[config.mk]
export PLATFORM = sky130hd
export DESIGN_NAME = dmem_lsu
export DESIGN_NICKNAME = d
export VERILOG_FILES = /design/src/rtl/dmem_pkg.sv /design/src/rtl/lsu_align.sv /design/src/rtl/dmem_lsu.sv
export SDC_FILE = /design/constraint.sdc
export NUM_CORES = 1
export LEC_CHECK = 0
export CAP_MARGIN = 40
export CORE_ASPECT_RATIO = 0.7
export CORE_MARGIN = 2
export CORE_UTILIZATION = 48
export DETAILED_ROUTE_END_ITERATION = 8
export GPL_ROUTABILITY_DRIVEN = 0
export PLACE_DENSITY = 0.81
export SLEW_MARGIN = 20
export SYNTH_ARGS = -nofsm -noshare
export SYNTH_HDL_FRONTEND = slang
export SYNTH_SLANG_ARGS = --single-unit
export TNS_END_PERCENT = 30
[constraint.sdc]
create_clock -name clk -period 2.9 [get_ports clk]
set_input_delay 0.58 -clock clk [delete_from_list [all_inputs] [get_ports clk]]
set_output_delay 0.58 -clock clk [all_outputs]
set_load 0.02 [all_outputs]
[src/rtl/dmem_pkg.sv]
// Shared encodings for the data-memory load/store unit.
package dmem_pkg;

    localparam int DATA_W = 32;

    localparam logic [1:0] SZ_BYTE = 2'b00;
    localparam logic [1:0] SZ_HALF = 2'b01;
    localparam logic [1:0] SZ_WORD = 2'b10;

    typedef enum logic [2:0] {
        S_IDLE,
        S_RD,
        S_RD_WAIT,
        S_WR,
        S_RESP
    } lsu_state_t;

endpackage

[src/rtl/lsu_align.sv]
// Byte-lane steering: load extract/extend and sub-word store merge.
module lsu_align
    import dmem_pkg::*;
(
    input  logic [1:0]        size,
    input  logic [1:0]        offset,
    input  logic              zero_ext,
    input  logic [DATA_W-1:0] word,
    input  logic [DATA_W-1:0] wdata,
    output logic [DATA_W-1:0] load_data,
    output logic [DATA_W-1:0] merge_data
);

    logic [7:0]  byte_v;
    logic [15:0] half_v;
    logic [4:0]  byte_pos;
    logic [4:0]  half_pos;

    always_comb begin
        byte_pos   = {offset, 3'b000};
        half_pos   = {offset[1], 4'b0000};
        byte_v     = word[byte_pos +: 8];
        half_v     = word[half_pos +: 16];
        load_data  = word;
        merge_data = word;
        unique case (size)
            SZ_BYTE: begin
                load_data = {{24{~zero_ext & byte_v[7]}}, byte_v};
                merge_data[byte_pos +: 8] = wdata[7:0];
            end
            SZ_HALF: begin
                load_data = {{16{~zero_ext & half_v[15]}}, half_v};
                merge_data[half_pos +: 16] = wdata[15:0];
            end
            default: begin
                load_data  = word;
                merge_data = wdata;
            end
        endcase
    end

endmodule

[src/rtl/dmem_lsu.sv]
// Load/store unit: turns CPU byte/half/word requests into word memory commands.
module dmem_lsu
    import dmem_pkg::*;
#(
    parameter int ADDR_W = 10
) (
    input  logic              clk,
    input  logic              reset,
    input  logic              cpu_req,
    output logic              cpu_ready,
    input  logic              cpu_we,
    input  logic [1:0]        cpu_size,
    input  logic              cpu_unsigned,
    input  logic [31:0]       cpu_addr,
    input  logic [31:0]       cpu_wdata,
    output logic              cpu_done,
    output logic              cpu_err,
    output logic [31:0]       cpu_rdata,
    output logic              mem_enable,
    output logic              mem_read_write,
    output logic [ADDR_W-1:0] mem_address,
    output logic [31:0]       mem_data_out,
    input  logic [31:0]       mem_rdata
);

    lsu_state_t state, state_nx;

    logic              we_q;
    logic [1:0]        size_q;
    logic              uns_q;
    logic [ADDR_W-1:0] addr_q;
    logic [31:0]       wdata_q;
    logic              err_q;
    logic [31:0]       wbuf;
    logic [31:0]       load_data;
    logic [31:0]       merge_data;
    logic              accept;
    logic              illegal;

    // Upper-address test by shift keeps it valid for any ADDR_W.
    assign illegal = (cpu_size == 2'b11)
                   | ((cpu_size == SZ_HALF) & cpu_addr[0])
                   | ((cpu_size == SZ_WORD) & (|cpu_addr[1:0]))
                   | ((cpu_addr >> ADDR_W) != 32'd0);

    assign accept = cpu_req & (state == S_IDLE);

    lsu_align u_align (
        .size       (size_q),
        .offset     (addr_q[1:0]),
        .zero_ext   (uns_q),
        .word       (mem_rdata),
        .wdata      (wdata_q),
        .load_data  (load_data),
        .merge_data (merge_data)
    );

    always_ff @(posedge clk) begin
        if (reset) state <= S_IDLE;
        else       state <= state_nx;
    end

    always_comb begin
        state_nx       = state;
        cpu_ready      = 1'b0;
        cpu_done       = 1'b0;
        cpu_err        = 1'b0;
        mem_enable     = 1'b0;
        mem_read_write = 1'b0;
        unique case (state)
            S_IDLE: begin
                cpu_ready = 1'b1;
                if (cpu_req) begin
                    if (illegal)
                        state_nx = S_RESP;
                    else if (cpu_we && cpu_size == SZ_WORD)
                        state_nx = S_WR;
                    else
                        state_nx = S_RD;
                end
            end
            S_RD: begin
                mem_enable = 1'b1;
                state_nx   = S_RD_WAIT;
            end
            S_RD_WAIT: state_nx = we_q ? S_WR : S_RESP;
            S_WR: begin
                mem_enable     = 1'b1;
                mem_read_write = 1'b1;
                state_nx       = S_RESP;
            end
            S_RESP: begin
                cpu_done = 1'b1;
                cpu_err  = err_q;
                state_nx = S_IDLE;
            end
            default: state_nx = S_IDLE;
        endcase
    end

    assign mem_address  = {addr_q[ADDR_W-1:2], 2'b00};
    assign mem_data_out = wbuf;

    always_ff @(posedge clk) begin
        if (reset) begin
            we_q      <= 1'b0;
            size_q    <= SZ_BYTE;
            uns_q     <= 1'b0;
            addr_q    <= '0;
            wdata_q   <= '0;
            err_q     <= 1'b0;
            wbuf      <= '0;
            cpu_rdata <= '0;
        end else begin
            if (accept) begin
                we_q    <= cpu_we;
                size_q  <= cpu_size;
                uns_q   <= cpu_unsigned;
                addr_q  <= cpu_addr[ADDR_W-1:0];
                wdata_q <= cpu_wdata;
                err_q   <= illegal;
                if (cpu_we && cpu_size == SZ_WORD)
                    wbuf <= cpu_wdata;
            end
            if (state == S_RD_WAIT) begin
                if (we_q) wbuf      <= merge_data;
                else      cpu_rdata <= load_data;
            end
        end
    end

endmodule
==> qor.yml, run 1 <==
place:
  hpwl_um: 14430
  placed_area_sq_um: 7969
  io_buffer_count: 179
worst_setup_path:
  worst-endpoint-required_ns: 2.32
  r2r_end: "mem_data_out[16]"
  crit_path_start_kind: "flip-flop"
  end_kind: "output pin"
  reg2reg_depth: 6
  r2r_slack_ns: 0.62
  reg2reg_from: "addr_q[1]"
  arrival_ns: 2.19
  crit_type: "reg2out"
  critical_path.max_fanout: 11
synthesis:
  synth_cells: 754
  yosysSeqAreaShare: 0.3711
  ys_ff_latch: 114
  synth_edf_count: 0
  synth_area_sq_um: 6150
  dominantRegCellSynth: "dfxtp_1"
  ys_types: 66
  synth_warnings: 0
  postSynthAreaPerCell_sq_um: 8.156
  async_reset_ff_frac: 0
route:
  met2_length_um: 8993
  routed_wl_um: 20720
  drtIter0Drc: 714
  drt-pass1-iter-count: 9
  wl_per_cell_um: 19.31
  ant_nets: 0
  wl_met3_um: 2647
  routed_via_density: 6.099
  top_layer_used: "met4"
  met1_length_um: 8625
  drc_errors: 0
  vias: 6544
sta:
  fmax_ghz: 0.3606
  slew_headroom: 0.4174
  fin_crit_ns: 2.773
  worstMarginPinSlew_ns: 0.8674
  finalHoldViolCount: 0
  tns_ns: 0
  slew_violations: 0
  finalSetupViolations: 0
  rsz0062_at_grt: "no"
  fin_crit_sh: 0.9563
  skew_ns: 0.008569
min_path:
  hold_depth: 2
  hold_end: "addr_q[7]"
  min_path_type: "reg2reg"
  min_from: "addr_q[7]"
final_layout:
  stdcell_area_sq_um: 8531
  final_util: 0.6844
  drive_gt1_frac: 0.08342
  syn2layout_area_growth_pct: 38.72
  antenna_cells: 0
  final_nets: 1008
floorplanning:
  rows: 34
  io-pin-count: 182
  die-area_sq_um: 13750
  die_y_um: 98.70
  initial_core_util: 0.4934
  core_region_area_sq_um: 12460
  die_x_um: 139.3
cts:
  cts_sinks: 114
  tritoncts: "built"
  post_cts_resized: 0
  postCtsSetupBuffers: 0
  htreeDepth: 4
  cts_buffers: 17
  cts.root.buffer_cell: "clkbuf_16"
  clk_latency_ns: 0.41
  cts_buffer_depth: 2
  clk_pin_slew_ns: 0.05
  cts_hold_buffers: 0
global_route:
  grt_pass1_vias: 6231
  grt_pass1_wl_um: 33000
  grt.overflow.total: 0
  grt_use_total: 0.3023
  antenna_found_initial: 0
  grt_max_degree: 59
pwr:
  peakVddDrop_mv: 0.4522
  power.density_nw_per_um2: 516.6
  power.leakage_uw: 0.002997
run:
  cap_violations: 0
outcome:
  outcome: "finished, final reports clean"
area by class of cell:
class                   instances  area (sq um)
fillers                       972          3934
multi-input cells             552          3450
flip-flops and latches        114          2285
repair buffers                201          1979
clock buffers                  24         481.7
well taps                     162         202.7
clock inverters                 6         80.08
inverters                      14         52.55
registers in the layout, indices dropped and copies added, names as in the netlist:
register      cells
we_q              1
wdata_q          32
uns_q             1
addr_q           10
mem_data_out     32
cpu_rdata        32
state             3
err_q             1
size_q            2
logic make-up after synthesis:
group / count (synthesis) / share of synthesized area
simple gates: 265 / 0.2045
compound gates: 240 / 0.2747
flops: 114 / 0.3711
buf+inv: 89 / 0.07243
mux: 40 / 0.06653
fa+ha+maj: 5 / 0.01017
other cells: 1 / 0.0006098
synth_stat cells (all sizes together) (5+ instances only):
library cell / number / share of area
a21o: 8 / 0.0098
o21ai: 24 / 0.020
nor2: 36 / 0.024
a22oi: 8 / 0.0098
clkbuf: 31 / 0.019
inv: 13 / 0.0079
mux2i: 33 / 0.054
and3: 9 / 0.0092
a222oi: 7 / 0.011
nor4: 7 / 0.011
nand2b: 23 / 0.023
a221oi: 15 / 0.021
a31oi: 7 / 0.0071
mux2: 7 / 0.013
ha: 5 / 0.010
o22ai: 5 / 0.0061
dfxtp: 114 / 0.37
a32oi: 15 / 0.021
a211oi: 44 / 0.056
buf: 44 / 0.045
o221ai: 14 / 0.020
a21oi: 75 / 0.063
nand2: 158 / 0.096
a211o: 8 / 0.011
placed cells by master (no fill, tap or decap), drive strengths merged, types with 5 or more instances in the layout:
master and instances:
clkbuf 24, mux2i 33, clkdlybuf4s50 178, nand2 158, nand2b 23, a21oi 75, mux2 7, a211oi 44
dfxtp 114, a211o 8, and3 9, buf 23, o22ai 5, nor4 7, a221oi 15, a222oi 7
clkinv 5, a31oi 7, a21o 8, ha 5, nor2 36, a32oi 15, o221ai 14, inv 13
o21ai 24, a22oi 8
power by group:
part / switching (uW) / internal, uW / leakage (uW)
sequential: 64.4 / 1620 / 0.000928
combinational: 369 / 333 / 0.00179
clock: 703 / 1310 / 0.000280
total: 1140 / 3270 / 0.00300
how the worst max path moves through the flow:
| stage | startpoint | end | slack (ns) | depth (start not counted) |
|---|---|---|---|---|
| after detailed placement | cpu_req | mem_data_out[16] | 0.31 | 6 |
| after global routing | state[2] | cpu_err | 0.04 | 3 |
| final | state[2] | cpu_err | 0.13 | 3 |
| after floorplan | addr_q[1] | mem_data_out[16] | 0.89 | 7 |
| after CTS | state[2] | cpu_err | 0.14 | 3 |
| after global placement | cpu_req | mem_data_out[21] | 0.38 | 6 |
per-stage QoR:
| step | setup slack [ns] | hold WS (ns) | power, uW | std cells |
|---|---|---|---|---|
| after floorplan | 0.8879 | 0.4312 | 2084 | 755 |
| after global placement | 0.3801 | 0.4384 | 2388 | 1043 |
| after detailed placement | 0.3061 | 0.4477 | 2397 | 1043 |
| after CTS | 0.1370 | 0.4531 | 4388 | 1073 |
| after global routing | 0.04062 | 0.4677 | 4537 | 1073 |
| final | 0.1266 | 0.4523 | 4407 | 1073 |
per-layer routing:
metal / global-route usage / up-vias
li1: - / 3046
met1: 0.4091 / 3057
met2: 0.4600 / 391
met3: 0.1030 / 50
met4: 0.08858 / 0
met5: 0 / -
worst max-delay path: stages, from the launching register on:
cell and delay [ns]:
dfxtp_1 0.59, nor3b_1 0.40, and2_1 0.18, clkdlybuf4s50_1 0.61
No activity file was read; power rests on OpenSTA's default activity.
==> inputs of run 2 (changes only) <==
--- a/config.mk
+++ b/config.mk
@@ -10,9 +10,7 @@
 export CORE_MARGIN = 2
 export CORE_UTILIZATION = 48
 export DETAILED_ROUTE_END_ITERATION = 8
-export GPL_ROUTABILITY_DRIVEN = 0
 export PLACE_DENSITY = 0.81
-export SLEW_MARGIN = 20
 export SYNTH_ARGS = -nofsm -noshare
 export SYNTH_HDL_FRONTEND = slang
 export SYNTH_SLANG_ARGS = --single-unit
==> results of run 2 <==
The final DEF is identical to that of run 1; final timing and power are the same.
